<file path="config.mk">
export PLATFORM = sky130hd
export DESIGN_NAME = instr_encoder_loader
export DESIGN_NICKNAME = d
export VERILOG_FILES = /design/src/rtl/instr_encoder_loader.sv
export SDC_FILE = /design/constraint.sdc
export NUM_CORES = 1
export LEC_CHECK = 0
export CORE_MARGIN = 4
export CORE_UTILIZATION = 35
export CTS_CLUSTER_DIAMETER = 200
export DETAILED_ROUTE_END_ITERATION = 10
export GPL_TIMING_DRIVEN = 0
export HOLD_SLACK_MARGIN = 0.08
export PLACE_DENSITY = 0.77
export SLEW_MARGIN = 20
export SYNTH_ARGS = -nofsm -noshare
export SYNTH_HDL_FRONTEND = slang
export SYNTH_SLANG_ARGS = --single-unit
</file>
<file path="constraint.sdc">
create_clock -name clk_i -period 1.55 [get_ports clk_i]
set_clock_uncertainty 0.2 [all_clocks]
set_input_delay 0.31 -clock clk_i [delete_from_list [all_inputs] [get_ports clk_i]]
set_output_delay 0.31 -clock clk_i [all_outputs]
set_load 0.01 [all_outputs]
</file>
<file path="src/rtl/instr_encoder_loader.sv">
// instr_encoder_loader
//
// Sequential RV32I instruction encoder and program loader. It accepts
// field-level requests over a valid/ready handshake and packs each one into a
// 32-bit instruction word. It then writes the words to consecutive
// instruction-memory addresses starting at 0.
//
// Optional feature macro: ENCODER_RANGE_CHECK_EN
//   When defined, an immediate outside its field range drops the request
//   (err set, no write). When undefined, low-order bits are taken as-is.
//
// Ports
//   clk_i, rst_i        clock, synchronous active-high reset
//   start_i             begin a load (honoured only in IDLE)
//   in_valid_i/ready_o  request handshake
//   in_kind_i           0=lw 1=sw 2=R 3=beq 4=I 5=jal (6,7 unsupported)
//   in_funct3_i         funct3 for R and I kinds
//   in_funct7b5_i       funct7 bit 5 for R and I shifts
//   in_rd/rs1/rs2_i     register fields
//   in_imm_i            signed immediate (byte offset for beq/jal)
//   in_last_i           final word of the program
//   imem_wren_o         instruction-memory write strobe
//   imem_addr_o         word address
//   imem_wdata_o        encoded instruction
//   busy_o, done_o      not-idle flag, one-cycle completion pulse
//   full_o, err_o       sticky: load ended at DEPTH-1 / a request was dropped
//   count_o             words written in the current load
//
// state | meaning
// IDLE  | waiting for start
// LOAD  | in_ready high, waiting for a request
// WRITE | writing the encoded word at addr
// DONE  | one-cycle completion pulse
module instr_encoder_loader #(
    parameter int DEPTH  = 64,
    parameter int ADDR_W = $clog2(DEPTH)
) (
    input  logic              clk_i,
    input  logic              rst_i,
    input  logic              start_i,
    input  logic              in_valid_i,
    output logic              in_ready_o,
    input  logic [2:0]        in_kind_i,
    input  logic [2:0]        in_funct3_i,
    input  logic              in_funct7b5_i,
    input  logic [4:0]        in_rd_i,
    input  logic [4:0]        in_rs1_i,
    input  logic [4:0]        in_rs2_i,
    input  logic [20:0]       in_imm_i,
    input  logic              in_last_i,
    output logic              imem_wren_o,
    output logic [ADDR_W-1:0] imem_addr_o,
    output logic [31:0]       imem_wdata_o,
    output logic              busy_o,
    output logic              done_o,
    output logic              full_o,
    output logic              err_o,
    output logic [ADDR_W:0]   count_o
);

    typedef enum logic [1:0] {IDLE, LOAD, WRITE, DONE} state_t;

    localparam logic [ADDR_W-1:0] ADDR_MAX = ADDR_W'(DEPTH - 1);

    state_t            state_q, state_d;
    logic [ADDR_W-1:0] addr_q, addr_d;
    logic [ADDR_W:0]   count_q, count_d;
    logic [31:0]       wdata_q, wdata_d;
    logic              last_q, last_d;
    logic              full_q, full_d;
    logic              err_q, err_d;

    logic [31:0] enc;
    logic        kind_ok;
    logic        range_ok;
    logic        is_shift;

    // I-type slli/srli/srai carry funct7 in the upper immediate bits.
    assign is_shift = (in_kind_i == 3'd4) &&
                      ((in_funct3_i == 3'b001) || (in_funct3_i == 3'b101));

    always_comb begin
        enc     = '0;
        kind_ok = 1'b1;
        case (in_kind_i)
            3'd0: enc = {in_imm_i[11:0], in_rs1_i, 3'b010, in_rd_i, 7'b0000011};
            3'd1: enc = {in_imm_i[11:5], in_rs2_i, in_rs1_i, 3'b010,
                         in_imm_i[4:0], 7'b0100011};
            3'd2: enc = {1'b0, in_funct7b5_i, 5'b00000, in_rs2_i, in_rs1_i,
                         in_funct3_i, in_rd_i, 7'b0110011};
            3'd3: enc = {in_imm_i[12], in_imm_i[10:5], in_rs2_i, in_rs1_i, 3'b000,
                         in_imm_i[4:1], in_imm_i[11], 7'b1100011};
            3'd4: begin
                if (is_shift) begin
                    enc = {1'b0, in_funct7b5_i, 5'b00000, in_imm_i[4:0], in_rs1_i,
                           in_funct3_i, in_rd_i, 7'b0010011};
                end else begin
                    enc = {in_imm_i[11:0], in_rs1_i, in_funct3_i, in_rd_i, 7'b0010011};
                end
            end
            3'd5: enc = {in_imm_i[20], in_imm_i[10:1], in_imm_i[11], in_imm_i[19:12],
                         in_rd_i, 7'b1101111};
            default: kind_ok = 1'b0;
        endcase
    end

`ifdef ENCODER_RANGE_CHECK_EN
    logic signed [20:0] imm_s;
    assign imm_s = $signed(in_imm_i);

    always_comb begin
        range_ok = 1'b1;
        case (in_kind_i)
            3'd0, 3'd1: range_ok = (imm_s >= -21'sd2048) && (imm_s <= 21'sd2047);
            3'd3: range_ok = (imm_s >= -21'sd4096) && (imm_s <= 21'sd4094) && !in_imm_i[0];
            3'd4: begin
                if (is_shift) begin
                    range_ok = (in_imm_i[20:5] == '0);
                end else begin
                    range_ok = (imm_s >= -21'sd2048) && (imm_s <= 21'sd2047);
                end
            end
            // The 21-bit field already spans the jal range; only parity matters.
            3'd5: range_ok = !in_imm_i[0];
            default: range_ok = 1'b1;
        endcase
    end
`else
    assign range_ok = 1'b1;
`endif

    always_comb begin
        state_d = state_q;
        addr_d  = addr_q;
        count_d = count_q;
        wdata_d = wdata_q;
        last_d  = last_q;
        full_d  = full_q;
        err_d   = err_q;
        case (state_q)
            IDLE: begin
                if (start_i) begin
                    state_d = LOAD;
                    addr_d  = '0;
                    count_d = '0;
                    full_d  = 1'b0;
                    err_d   = 1'b0;
                end
            end
            LOAD: begin
                if (in_valid_i) begin
                    if (kind_ok && range_ok) begin
                        wdata_d = enc;
                        last_d  = in_last_i;
                        state_d = WRITE;
                    end else begin
                        // Dropped request: handshake completes, nothing is written.
                        err_d = 1'b1;
                        if (in_last_i) begin
                            state_d = DONE;
                        end
                    end
                end
            end
            WRITE: begin
                count_d = count_q + (ADDR_W + 1)'(1);
                if (addr_q == ADDR_MAX) begin
                    full_d  = 1'b1;
                    state_d = DONE;
                end else begin
                    addr_d  = addr_q + ADDR_W'(1);
                    state_d = last_q ? DONE : LOAD;
                end
            end
            DONE: state_d = IDLE;
            default: state_d = IDLE;
        endcase
    end

    always_ff @(posedge clk_i) begin
        if (rst_i) begin
            state_q <= IDLE;
            addr_q  <= '0;
            count_q <= '0;
            wdata_q <= '0;
            last_q  <= 1'b0;
            full_q  <= 1'b0;
            err_q   <= 1'b0;
        end else begin
            state_q <= state_d;
            addr_q  <= addr_d;
            count_q <= count_d;
            wdata_q <= wdata_d;
            last_q  <= last_d;
            full_q  <= full_d;
            err_q   <= err_d;
        end
    end

    // Reset gates the strobe so a write pending in WRITE never reaches memory.
    assign imem_wren_o  = (state_q == WRITE) && !rst_i;
    assign imem_addr_o  = addr_q;
    assign imem_wdata_o = wdata_q;
    assign in_ready_o   = (state_q == LOAD);
    assign busy_o       = (state_q != IDLE);
    assign done_o       = (state_q == DONE);
    assign full_o       = full_q;
    assign err_o        = err_q;
    assign count_o      = count_q;

endmodule

</file>
==> flow_summary.json <==
{
  "p_leak_nw": 1.78,
  "setup_violations": 28,
  "routed_wl_um": 7910,
  "dieHeight_um": 89.5,
  "synth_top_family_by_area": "simple AND/OR/NAND/NOR gates",
  "cp_cell_sequence": "buf_6, nand2b_4, inv_6, nand3_4, buf_8, a221oi_2, nor3_1",
  "antenna_found_initial": 0,
  "synth.area.top_cells": "dfxtp_1, nor2_1, a221oi_1, a21oi_1, nor3_1",
  "cts.clk_slew.worst_paths_ns": 0.09,
  "route.vias.total": 2553,
  "grt_max_degree": 15,
  "max_freq_ghz": 0.594,
  "pin_count": 99,
  "grt_pass1_vias": 2451,
  "hold_start": "rst_i",
  "final_cell_area_um2": 4110,
  "ff2ff_path_depth": 7,
  "power_density_nw_per_um2": 731,
  "setup_tns_ns": -2.22,
  "synth-adder-area-share": 0.0108,
  "numCtsBuffers": 5,
  "period_share": 1.09,
  "hp-class": "in2reg",
  "clk_latency_ns": 0.30,
  "synth_compound_area_frac": 0.233,
  "synth_top_area_cell": "dfxtp_1",
  "required_ns": 1.51,
  "synth_warnings": 0,
  "worst_hold_path.num_cells": 2,
  "slew_viol_final": 0,
  "dr.pass1.iters": 4,
  "drive_gt1_frac": 0.338,
  "synthMuxAreaShare": 0.0328,
  "io_buffers": 97,
  "h-tree-depth": 2,
  "startpoint": "state_q[1]$_SDFFE_PP0P_",
  "final.fill_count": 541,
  "syn_nets": 314,
  "worstReg2RegStart": "state_q[1]$_SDFFE_PP0P_",
  "max-vdd-ir-drop_mv": 0.477,
  "cts_tree": "done",
  "r2r-end": "imem_wdata_o[24]$_SDFFE_PP0P_",
  "synth-simple-area-share": 0.242,
  "path_max_fanout": 7,
  "violations": "setup timing",
  "finalPower_w": 0.00301,
  "die_w_um": 89.5,
  "grt-ovfl-total": 0,
  "period_minus_slack_ns": 1.68,
  "drt_iter0_markers": 141,
  "wire_per_inst_um": 16.6,
  "r2r_slack_ns": -0.13,
  "utilization": 0.644,
  "coreArea_um2": 6390,
  "dp_hpwl_um": 5290,
  "grt_pass1_wl_um": 12100,
  "num_antenna_cells": 0,
  "drc": 0,
  "gp_congestion": 0.786,
  "rows": 29,
  "start_util": 0.364,
  "fin_nets": 448,
  "drv_cap": 0,
  "status": "finished with violations",
  "hold_ws_ns": 0.142,
  "cts_num_sinks": 48,
  "ys_seq_area_frac": 0.413,
  "place_area_um2": 3390,
  "viasPerCell": 5.36,
  "netlist_area_um2": 2330,
  "cp.arrival_ns": 1.65,
  "worst-setup-path-type": "reg2reg",
  "ant_nets": 0,
  "tightest_slew_ns": 0.647,
  "clockRootBuffer": "clkbuf_8",
  "syn_to_final_growth_pct": 76.8,
  "yosysTopAreaCellShare": 0.413,
  "clock_tree.buffer_depth": 2,
  "whs_endpoint": "count_o[5]$_SDFFE_PP0P_",
  "grt_usage": 0.193,
  "startpoint_type": "flip-flop",
  "syn_avg_cell_area_um2": 8.81,
  "endpoint_kind": "flip-flop",
  "synth-seq-cells": 48,
  "postCtsHoldBufs": 0,
  "slew_headroom": 0.569,
  "hold_viol_final": 0,
  "die_area_um2": 8010,
  "yosys.cell_types.count": 47,
  "path_buf_inv": 3,
  "slowest_stage": "dfxtp_2",
  "synth_xor_area_frac": 0.0113,
  "fin_ws_ns": -0.132,
  "cp_slowest_stage_delay_ns": 0.33,
  "postSynthCellCount": 264,
  "rsz0062_at_grt": "yes",
  "cp_top_family": "buffers and inverters"
}
where the power goes:
group | switching [W] | internal [W] | leakage, nW
Clock | 0.000423 | 0.000570 | 0.0645
Sequential | 0.0000257 | 0.00127 | 0.396
Combinational | 0.000344 | 0.000369 | 1.32
Total | 0.000793 | 0.00221 | 1.78
area by class of cell:
type,count,area [um2],share of cell area
clock buffer,7,96.3,0.0234
clock inverter,1,30.0,0.00730
buffer,17,156,0.0380
timing repair buffer,126,1170,0.285
inverter,6,31.3,0.00761
tap,77,96.3,0.0234
sequential,48,980,0.238
multi-input combinational,194,1550,0.377
Yosys cell counts, drive strengths merged:
cell type / number
a2111oi: 1
a211oi: 10
a21o: 1
a21oi: 18
a221oi: 10
a222oi: 5
a22oi: 8
a311oi: 1
a32oi: 1
a41o: 1
a41oi: 1
and2: 2
and2b: 1
and3: 5
buf: 12
clkbuf: 5
dfxtp: 48
ha: 2
inv: 6
mux2: 5
mux2i: 2
nand2: 15
nand2b: 9
nand3: 9
nand3b: 2
nand4: 1
nor2: 47
nor2b: 4
nor3: 17
nor4: 1
o21ai: 4
o21ba: 2
o21bai: 1
o221a: 1
o2bb2ai: 1
o311a: 1
o41ai: 1
xnor2: 1
xor2: 2
registers in the layout, summed over array words and instances (netlist names):
signal	cells
full_o	1
imem_addr_o	6
err_o	1
imem_wdata_o	30
state_q	2
last_q	1
count_o	7
cell usage in the layout (no fill, tap or decap), drive strengths merged, types with 2 or more instances in the layout:
master / netlist / final
dfxtp: 48 / 48
and2: 2 / 2
and3: 5 / 5
clkdlybuf4s15: 0 / 2
mux2i: 2 / 2
a221oi: 10 / 10
nor2: 47 / 47
mux2: 5 / 5
dlygate4sd2: 0 / 49
clkdlybuf4s50: 0 / 39
buf: 12 / 46
a222oi: 5 / 5
nand2: 15 / 15
o21ai: 4 / 4
ha: 2 / 2
nand3b: 2 / 2
nor2b: 4 / 4
a211oi: 10 / 10
nor3: 17 / 17
a22oi: 8 / 8
dlymetal6s2s: 0 / 2
a21oi: 18 / 18
o21ba: 2 / 2
xor2: 2 / 2
clkbuf: 5 / 12
nand2b: 9 / 9
inv: 6 / 5
nand3: 9 / 10
layer usage:
layer / up-vias / global-route usage / share of wire
li1: 1247 / - / -
met1: 1213 / 0.254 / 0.43
met2: 81 / 0.318 / 0.49
met3: 12 / 0.0452 / 0.065
met4: 0 / 0.0487 / 0.015
met5: - / 0 / 0
repair_timing:
item                       CTS  global route
gates resized for setup    139            44
setup endpoints to repair   86            48
pin swaps                   19            19
gates cloned                 5             1
buffers inserted            18             8
per-stage QoR:
| stage | worst slack [ns] | std cells |
|---|---|---|
| 2_1_floorplan | 0.00582 | 264 |
| 6_report | -0.132 | 476 |
| 4_1_cts | -0.138 | 469 |
| 3_5_place_dp | -0.686 | 438 |
| 3_3_place_gp | -0.691 | 438 |
| 5_1_grt | -0.226 | 476 |
worst reg2reg max path: stages (launching register included):
cell	delay [ns]
dfxtp_2	0.33
buf_6	0.12
nand2b_4	0.16
inv_6	0.09
nand3_4	0.16
buf_8	0.22
a221oi_2	0.20
nor3_1	0.07
worst max path at each step:
stage	cells past startpoint	slack [ns]	endpoint
after CTS	5	-0.14	imem_wren_o
after global routing	7	-0.23	imem_wdata_o[24]$_SDFFE_PP0P_
after detailed placement	4	-0.69	imem_wren_o
final	7	-0.13	imem_wdata_o[24]$_SDFFE_PP0P_
after global placement	4	-0.69	imem_wren_o
after floorplan	7	0.006	imem_wdata_o[21]$_SDFFE_PP0P_
cell families (layout without fill, tap and decap cells):
group / count (synthesis) / in the layout
AOI/OAI and AO/OA: 68 / 68
xor gates and xnor gates: 3 / 3
adders and majority gates: 2 / 2
buffers and inverters: 23 / 157
DFF: 48 / 48
muxes: 7 / 7
and+or+nand+nor: 113 / 114
No activity file was read; power rests on OpenSTA's default activity.
